===== config.mk =====
export PLATFORM = sky130hd
export DESIGN_NAME = activation_pwl_pipe
export DESIGN_NICKNAME = d
export VERILOG_FILES = /design/src/rtl/activation_pkg.sv /design/src/rtl/pwl_segment_sel.sv /design/src/rtl/activation_pwl_pipe.sv
export SDC_FILE = /design/constraint.sdc
export NUM_CORES = 2
export LEC_CHECK = 0
export ABC_AREA = 1
export CORE_UTILIZATION = 50
export CTS_CLUSTER_SIZE = 12
export DETAILED_ROUTE_END_ITERATION = 8
export PLACE_DENSITY = 0.66
export SLEW_MARGIN = 20
export SYNTH_ARGS = -nofsm -noshare
export SYNTH_HDL_FRONTEND = slang
export SYNTH_SLANG_ARGS = --single-unit

===== constraint.sdc =====
create_clock -name clk -period 9.19 [get_ports clk]
set_input_delay 0.919 -clock clk [delete_from_list [all_inputs] [get_ports clk]]
set_output_delay 0.919 -clock clk [all_outputs]
set_load 0.01 [all_outputs]

===== src/rtl/activation_pkg.sv =====
// Shared constants for the piecewise-linear activation pipeline: mode encodings,
// segment thresholds, slopes and intercepts, all expressed in Q.8 units.
package activation_pkg;

  typedef enum logic [1:0] {
    MODE_SIGMOID = 2'd0,
    MODE_TANH    = 2'd1,
    MODE_RELU    = 2'd2,
    MODE_LEAKY   = 2'd3
  } act_mode_e;

  localparam int ONE_Q8 = 256;

  // Sigmoid: four breakpoints, outer segments share one slope.
  localparam int SIG_T0 = -640;
  localparam int SIG_T1 = -256;
  localparam int SIG_T2 = 256;
  localparam int SIG_T3 = 640;
  localparam logic [7:0] SIG_SLOPE_OUTER = 8'd33;
  localparam logic [7:0] SIG_SLOPE_MID   = 8'd59;
  localparam int SIG_B_LO  = 101;
  localparam int SIG_B_MID = 128;
  localparam int SIG_B_HI  = 155;

  localparam int TANH_T0 = -320;
  localparam int TANH_T1 = -128;
  localparam int TANH_T2 = 128;
  localparam int TANH_T3 = 320;
  localparam logic [7:0] TANH_SLOPE_OUTER = 8'd132;
  localparam logic [7:0] TANH_SLOPE_MID   = 8'd236;
  localparam int TANH_B_LO  = -54;
  localparam int TANH_B_MID = 0;
  localparam int TANH_B_HI  = 54;

  localparam int LEAKY_SHIFT = 3;

  // Rescale a Q.8 constant to the sample's fractional width.
  function automatic int scale_q8(input int c, input int frac_w);
    if (frac_w >= 8) return c <<< (frac_w - 8);
    else             return c >>> (8 - frac_w);
  endfunction

endpackage


===== src/rtl/pwl_segment_sel.sv =====
// Per-lane segment lookup: picks slope and intercept for the selected curve and
// produces the direct ReLU / leaky ReLU value.
module pwl_segment_sel
  import activation_pkg::*;
#(
  parameter int DATA_W = 16,
  parameter int FRAC_W = 8
) (
  input  act_mode_e                 mode,
  input  logic signed [DATA_W-1:0]  x,
  output logic [7:0]                slope,
  output logic signed [DATA_W-1:0]  intercept,
  output logic signed [DATA_W-1:0]  bypass_val
);

  localparam int S_T0 = scale_q8(SIG_T0, FRAC_W);
  localparam int S_T1 = scale_q8(SIG_T1, FRAC_W);
  localparam int S_T2 = scale_q8(SIG_T2, FRAC_W);
  localparam int S_T3 = scale_q8(SIG_T3, FRAC_W);
  localparam int H_T0 = scale_q8(TANH_T0, FRAC_W);
  localparam int H_T1 = scale_q8(TANH_T1, FRAC_W);
  localparam int H_T2 = scale_q8(TANH_T2, FRAC_W);
  localparam int H_T3 = scale_q8(TANH_T3, FRAC_W);

  localparam logic signed [DATA_W-1:0] ONE_V   = DATA_W'(scale_q8(ONE_Q8, FRAC_W));
  localparam logic signed [DATA_W-1:0] M_ONE_V = DATA_W'(scale_q8(-ONE_Q8, FRAC_W));
  localparam logic signed [DATA_W-1:0] S_B_LO  = DATA_W'(scale_q8(SIG_B_LO, FRAC_W));
  localparam logic signed [DATA_W-1:0] S_B_MID = DATA_W'(scale_q8(SIG_B_MID, FRAC_W));
  localparam logic signed [DATA_W-1:0] S_B_HI  = DATA_W'(scale_q8(SIG_B_HI, FRAC_W));
  localparam logic signed [DATA_W-1:0] H_B_LO  = DATA_W'(scale_q8(TANH_B_LO, FRAC_W));
  localparam logic signed [DATA_W-1:0] H_B_MID = DATA_W'(scale_q8(TANH_B_MID, FRAC_W));
  localparam logic signed [DATA_W-1:0] H_B_HI  = DATA_W'(scale_q8(TANH_B_HI, FRAC_W));

  int x_i;
  assign x_i = int'(x);

  // Saturated segments use slope 0 so the multiply-add yields the constant exactly.
  always_comb begin
    slope      = '0;
    intercept  = '0;
    bypass_val = '0;
    case (mode)
      MODE_SIGMOID: begin
        if (x_i < S_T0) begin
          intercept = '0;
        end else if (x_i < S_T1) begin
          slope     = SIG_SLOPE_OUTER;
          intercept = S_B_LO;
        end else if (x_i < S_T2) begin
          slope     = SIG_SLOPE_MID;
          intercept = S_B_MID;
        end else if (x_i < S_T3) begin
          slope     = SIG_SLOPE_OUTER;
          intercept = S_B_HI;
        end else begin
          intercept = ONE_V;
        end
      end
      MODE_TANH: begin
        if (x_i < H_T0) begin
          intercept = M_ONE_V;
        end else if (x_i < H_T1) begin
          slope     = TANH_SLOPE_OUTER;
          intercept = H_B_LO;
        end else if (x_i < H_T2) begin
          slope     = TANH_SLOPE_MID;
          intercept = H_B_MID;
        end else if (x_i < H_T3) begin
          slope     = TANH_SLOPE_OUTER;
          intercept = H_B_HI;
        end else begin
          intercept = ONE_V;
        end
      end
      MODE_RELU:  bypass_val = x[DATA_W-1] ? '0 : x;
      MODE_LEAKY: bypass_val = x[DATA_W-1] ? (x >>> LEAKY_SHIFT) : x;
      default:    bypass_val = '0;
    endcase
  end

endmodule


===== src/rtl/activation_pwl_pipe.sv =====
// Two-stage piecewise-linear activation pipe: S1 holds sample and segment
// coefficients, S2 holds the saturated multiply-add result.
module activation_pwl_pipe
  import activation_pkg::*;
#(
  parameter int DATA_W = 16,
  parameter int FRAC_W = 8,
  parameter int LANES  = 4
) (
  input  logic                      clk,
  input  logic                      rst_n,
  input  logic                      in_valid,
  output logic                      in_ready,
  input  logic [1:0]                in_mode,
  input  logic [LANES*DATA_W-1:0]   in_data,
  output logic                      out_valid,
  input  logic                      out_ready,
  output logic [LANES*DATA_W-1:0]   out_data
);

  localparam int PROD_W = DATA_W + 9;
  localparam int SUM_W  = PROD_W + 1;

  // Handshake: a side transfers when valid && ready at a rising edge; both
  // stages move together whenever the output register is empty or being drained.
  logic advance;
  assign advance  = !out_valid || out_ready;
  assign in_ready = advance;

  act_mode_e in_mode_e;
  assign in_mode_e = act_mode_e'(in_mode);

  logic signed [DATA_W-1:0] lane_x    [LANES];
  logic [7:0]               sel_slope [LANES];
  logic signed [DATA_W-1:0] sel_icpt  [LANES];
  logic signed [DATA_W-1:0] sel_bval  [LANES];

  logic                     s1_valid_d, s1_valid_q;
  act_mode_e                s1_mode_d,  s1_mode_q;
  logic signed [DATA_W-1:0] s1_x_d     [LANES];
  logic signed [DATA_W-1:0] s1_x_q     [LANES];
  logic [7:0]               s1_slope_d [LANES];
  logic [7:0]               s1_slope_q [LANES];
  logic signed [DATA_W-1:0] s1_icpt_d  [LANES];
  logic signed [DATA_W-1:0] s1_icpt_q  [LANES];
  logic signed [DATA_W-1:0] s1_bval_d  [LANES];
  logic signed [DATA_W-1:0] s1_bval_q  [LANES];

  logic                     s2_valid_d, s2_valid_q;
  logic signed [DATA_W-1:0] s2_y_d [LANES];
  logic signed [DATA_W-1:0] s2_y_q [LANES];

  logic signed [PROD_W-1:0] lane_prod  [LANES];
  logic signed [PROD_W-1:0] lane_shift [LANES];
  logic signed [SUM_W-1:0]  lane_sum   [LANES];
  logic signed [DATA_W-1:0] lane_y     [LANES];

  function automatic logic signed [DATA_W-1:0] sat(input logic signed [SUM_W-1:0] v);
    if (&v[SUM_W-1:DATA_W-1] || ~|v[SUM_W-1:DATA_W-1]) return v[DATA_W-1:0];
    else if (v[SUM_W-1])                               return {1'b1, {(DATA_W-1){1'b0}}};
    else                                               return {1'b0, {(DATA_W-1){1'b1}}};
  endfunction

  for (genvar g = 0; g < LANES; g++) begin : g_lane
    assign lane_x[g] = in_data[g*DATA_W +: DATA_W];

    pwl_segment_sel #(
      .DATA_W (DATA_W),
      .FRAC_W (FRAC_W)
    ) u_sel (
      .mode       (in_mode_e),
      .x          (lane_x[g]),
      .slope      (sel_slope[g]),
      .intercept  (sel_icpt[g]),
      .bypass_val (sel_bval[g])
    );

    assign out_data[g*DATA_W +: DATA_W] = s2_y_q[g];
  end

  // Slope is an unsigned Q0.8 fraction; a zero sign bit keeps the product signed.
  always_comb begin
    for (int i = 0; i < LANES; i++) begin
      lane_prod[i]  = PROD_W'(s1_x_q[i]) * PROD_W'($signed({1'b0, s1_slope_q[i]}));
      lane_shift[i] = lane_prod[i] >>> 8;
      lane_sum[i]   = SUM_W'(lane_shift[i]) + SUM_W'(s1_icpt_q[i]);
      lane_y[i]     = (s1_mode_q == MODE_RELU || s1_mode_q == MODE_LEAKY)
                      ? s1_bval_q[i] : sat(lane_sum[i]);
    end
  end

  always_comb begin
    s1_valid_d = s1_valid_q;
    s1_mode_d  = s1_mode_q;
    s2_valid_d = s2_valid_q;
    for (int i = 0; i < LANES; i++) begin
      s1_x_d[i]     = s1_x_q[i];
      s1_slope_d[i] = s1_slope_q[i];
      s1_icpt_d[i]  = s1_icpt_q[i];
      s1_bval_d[i]  = s1_bval_q[i];
      s2_y_d[i]     = s2_y_q[i];
    end
    if (advance) begin
      s1_valid_d = in_valid;
      s2_valid_d = s1_valid_q;
      if (in_valid) begin
        s1_mode_d = in_mode_e;
        for (int i = 0; i < LANES; i++) begin
          s1_x_d[i]     = lane_x[i];
          s1_slope_d[i] = sel_slope[i];
          s1_icpt_d[i]  = sel_icpt[i];
          s1_bval_d[i]  = sel_bval[i];
        end
      end
      if (s1_valid_q) begin
        for (int i = 0; i < LANES; i++) s2_y_d[i] = lane_y[i];
      end
    end
  end

  always_ff @(posedge clk or negedge rst_n) begin
    if (!rst_n) begin
      s1_valid_q <= 1'b0;
      s1_mode_q  <= MODE_SIGMOID;
      s2_valid_q <= 1'b0;
      for (int i = 0; i < LANES; i++) begin
        s1_x_q[i]     <= '0;
        s1_slope_q[i] <= '0;
        s1_icpt_q[i]  <= '0;
        s1_bval_q[i]  <= '0;
        s2_y_q[i]     <= '0;
      end
    end else begin
      s1_valid_q <= s1_valid_d;
      s1_mode_q  <= s1_mode_d;
      s2_valid_q <= s2_valid_d;
      for (int i = 0; i < LANES; i++) begin
        s1_x_q[i]     <= s1_x_d[i];
        s1_slope_q[i] <= s1_slope_d[i];
        s1_icpt_q[i]  <= s1_icpt_d[i];
        s1_bval_q[i]  <= s1_bval_d[i];
        s2_y_q[i]     <= s2_y_d[i];
      end
    end
  end

  assign out_valid = s2_valid_q;

endmodule


==> impl_metrics.csv <==
group,metric,value,unit
floorplan,die-area,69600,um^2
drt,drcViolationCount,0,
sta,hold_viol_final,0,
synthesis,ys_seq_area_frac,0.186,
drt,vias,29415,
drt,drtIter0Drc,2387,
sta,max_freq,0.145,GHz
drt,dr.pass1.iters,7,
placement,routabilityCongestion,0.966,
floorplan,die_h,264,um
sta,min_period,6880,ps
floorplan,core_area,67500,um^2
clock_network,cts_hold_buf,0,
sta,fin_setup_tns,0,ps
floorplan,die-width,264,um
clock_network,clockRootBuffer,"clkbuf_16",
sta,fin_crit_sh,0.748,
synthesis,synth_area_per_cell,7.31,um^2
synthesis,synth_cells,4691,
placement,pre_cts_ws,2370,ps
setup_path,endpoint_kind,"flip-flop",
grt,antenna_found_initial,0,
cells_and_area,final_util,0.554,
power_and_ir_drop,vdd_ir_drop_max,122,uV
power_and_ir_drop,p_leak,22.8,nW
setup_path,startpoint_type,"flip-flop",
clock_network,clock_latency,550,ps
grt,overflow,0,
clock_network,cts_num_sinks,255,
floorplan,start_util,0.508,
placement,dp_hpwl,77.4,mm
drt,drt-total-wl,95.9,mm
power_and_ir_drop,power.density,146,nW/um^2
grt,grt_util_all_layers,0.281,
synthesis,ys_ff_latch,255,
synthesis,syn_area,34300,um^2
run_status,outcome,"finished, final reports clean",
synthesis,syn_nets,5429,
sta,rsz0062_at_grt,"false",
flow_run,cap_viol_max_count,0,
power_and_ir_drop,finalPower,0.00546,W
synthesis,synthArstFlopShare,1.00,
sta,slew_headroom,0.226,
synthesis,ys_types,58,
sta,fin_ws,2310,ps
floorplan,ioPinCount,136,
sta,setup_viol,0,
grt,grt_max_degree,95,
sta,worst_slew_pin_slew,1160,ps
drt,viasPerCell,5.21,
drt,post_drt_wl_per_cell,17.0,um
cells_and_area,syn_to_final_growth,9.14,%
sta,skew,21.4,ps
synthesis,synth_area_leaders,"fa_1 23%, dfrtp_1 19%, nand2_1 16%, inv_1 12%, ha_1 9.8%",
clock_network,clk_pin_slew_worst_paths,60,ps
synthesis,yosys.area.top_type,"fa_1",
clock_network,cts_setup_buffers,0,
cells_and_area,final_net_count,5489,
synthesis,yosysWarnings,0,
clock_network,cts_max_path_buffers,3,
setup_path,cp_data_required_time,9610,ps
synthesis,synth_edf_count,0,
setup_path,worstSetupPathType,"flip-flop to flip-flop",
setup_path,arrival,7300,ps
grt,grt_first_pass_wirelength,156,mm
sta,final_max_slew_viol_count,0,
setup_path,worstPathMaxFanout,17,
clock_network,cts_tree,"built",
cells_and_area,drive_above_1_share,0.0255,
setup_path,r2r_cells,27,
clock_network,post_cts_resize_count,0,
floorplan,rows,95,
grt,first_global_vias,29350,
placement,io_buffers,135,
drt,drtAntennaViolNets,0,
synthesis,ys.flop_type,"dfrtp_1",
clock_network,ctsHtreeMaxLevel,2,
hold_path,min_path_type,"input pin to asynchronous set/reset pin",
synthesis,synth_top_area_share,0.234,
clock_network,numCtsBuffers,34,
## Yosys cell counts, drive strengths merged (5+ instances only)
library cell	n
a21o	14
a21oi	241
a221oi	13
a22o	5
a22oi	11
a31oi	12
and2	6
buf	28
clkbuf	88
dfrtp	255
dlygate4sd1	5
fa	400
ha	268
inv	1118
nand2	1439
nand3	147
nand3b	6
nand4	26
nor2	206
nor3	31
o21a	9
o21ai	144
o21bai	18
o221ai	21
o22ai	15
o31ai	6
xnor2	43
xor2	84
## layout make-up
type / instances / area [um^2]
fill: 6623 / 30100
multi-input combinational: 3196 / 23100
sequential: 255 / 6380
inverter: 1119 / 4210
timing repair buffer: 145 / 1430
tap: 873 / 1090
clock buffer: 46 / 1020
clock inverter: 14 / 184
antenna: 1 / 2.50
## cells in the final DEF (no fill, tap or decap), drive strengths merged, types with 3 or more instances in the layout
| cell | Yosys | final |
|---|---|---|
| a21boi | 4 | 4 |
| a21o | 14 | 14 |
| a21oi | 241 | 241 |
| a221oi | 13 | 13 |
| a22o | 5 | 5 |
| a22oi | 11 | 11 |
| a31oi | 12 | 12 |
| and2 | 6 | 6 |
| and3 | 4 | 4 |
| buf | 28 | 11 |
| bufinv | 0 | 4 |
| clkbuf | 88 | 46 |
| clkdlybuf4s50 | 0 | 134 |
| clkinv | 1 | 10 |
| dfrtp | 255 | 255 |
| fa | 400 | 400 |
| ha | 268 | 268 |
| inv | 1118 | 1118 |
| nand2 | 1439 | 1439 |
| nand3 | 147 | 147 |
| nand3b | 6 | 6 |
| nand4 | 26 | 26 |
| nor2 | 206 | 206 |
| nor3 | 31 | 31 |
| nor4 | 4 | 4 |
| o2111ai | 3 | 3 |
| o211ai | 4 | 4 |
| o21a | 9 | 9 |
| o21ai | 144 | 144 |
| o21bai | 18 | 18 |
| o221ai | 21 | 21 |
| o22ai | 15 | 15 |
| o31ai | 6 | 6 |
| or2 | 3 | 3 |
| xnor2 | 43 | 43 |
| xor2 | 84 | 84 |
## critical path: stages, from the launching register on
cell and delay [ps]:
dfrtp_1 780, nand2_1 210, fa_1 570, inv_1 60
fa_1 460, fa_1 490, inv_1 50, fa_1 520
inv_1 40, ha_1 410, nand2_1 160, nor2_1 170
nand3_1 80, o21ai_0 500, a21oi_1 170, xnor2_1 230
ha_1 330, nand2_1 90, nand2_1 60, o21bai_1 170
a21oi_1 240, nand2_1 110, nand2_1 60, nand2_1 80
a21oi_4 420, nand2_1 120, nand2_1 80, nand2_1 60
## kinds of logic after synthesis
logic type / count (synthesis) / synth area share
AO/OA/AOI/OAI: 527 / 0.0906
XOR/XNOR: 127 / 0.0324
adder cells (fa/ha/maj): 668 / 0.331
buffers and inverters: 1240 / 0.140
flip-flops: 255 / 0.186
AND/OR/NAND/NOR: 1874 / 0.219
## flip-flops by register name, summed over array words and instances, names as in the netlist
name,cells
s1_x_q,64
out_valid,1
s1_bval_q,64
s1_valid_q,1
s1_slope_q,24
s1_icpt_q,36
s1_mode_q,1
out_data,64
## worst paths after layout
check                                from  slack, ps             to
setup / recovery           s1_slope_q[26]       2310    out_data[6]
min in group clk             out_data[28]        480   out_data[28]
hold reg to reg              out_data[28]        480   out_data[28]
max in group asynchronous           rst_n       6810  s1_bval_q[18]
setup reg to reg           s1_slope_q[26]       2310    out_data[6]
hold / removal                      rst_n        340     s1_x_q[62]
## routing by layer
metal / part of all wire / vias up / global-route usage
met5: 0 / - / 0
met4: 0.028 / 0 / 0.0750
met3: 0.064 / 147 / 0.0364
met2: 0.46 / 966 / 0.460
met1: 0.44 / 14042 / 0.393
li1: - / 14260 / -
## report_power, final
part | internal (W) | leakage [nW] | switching [W]
Combinational | 0.000912 | 19.0 | 0.00145
Clock | 0.000892 | 0.595 | 0.000562
Sequential | 0.00135 | 3.24 | 0.000305
## through the flow
stage	area, um^2	hold slack, ps	instances
after global routing	37400	400	5648
final	37400	343	5649
after global placement	36200	460	5588
after detailed placement	36200	469	5588
after floorplan	34300	432	4691
after CTS	37400	384	5648
No activity file was read; power rests on OpenSTA's default activity.
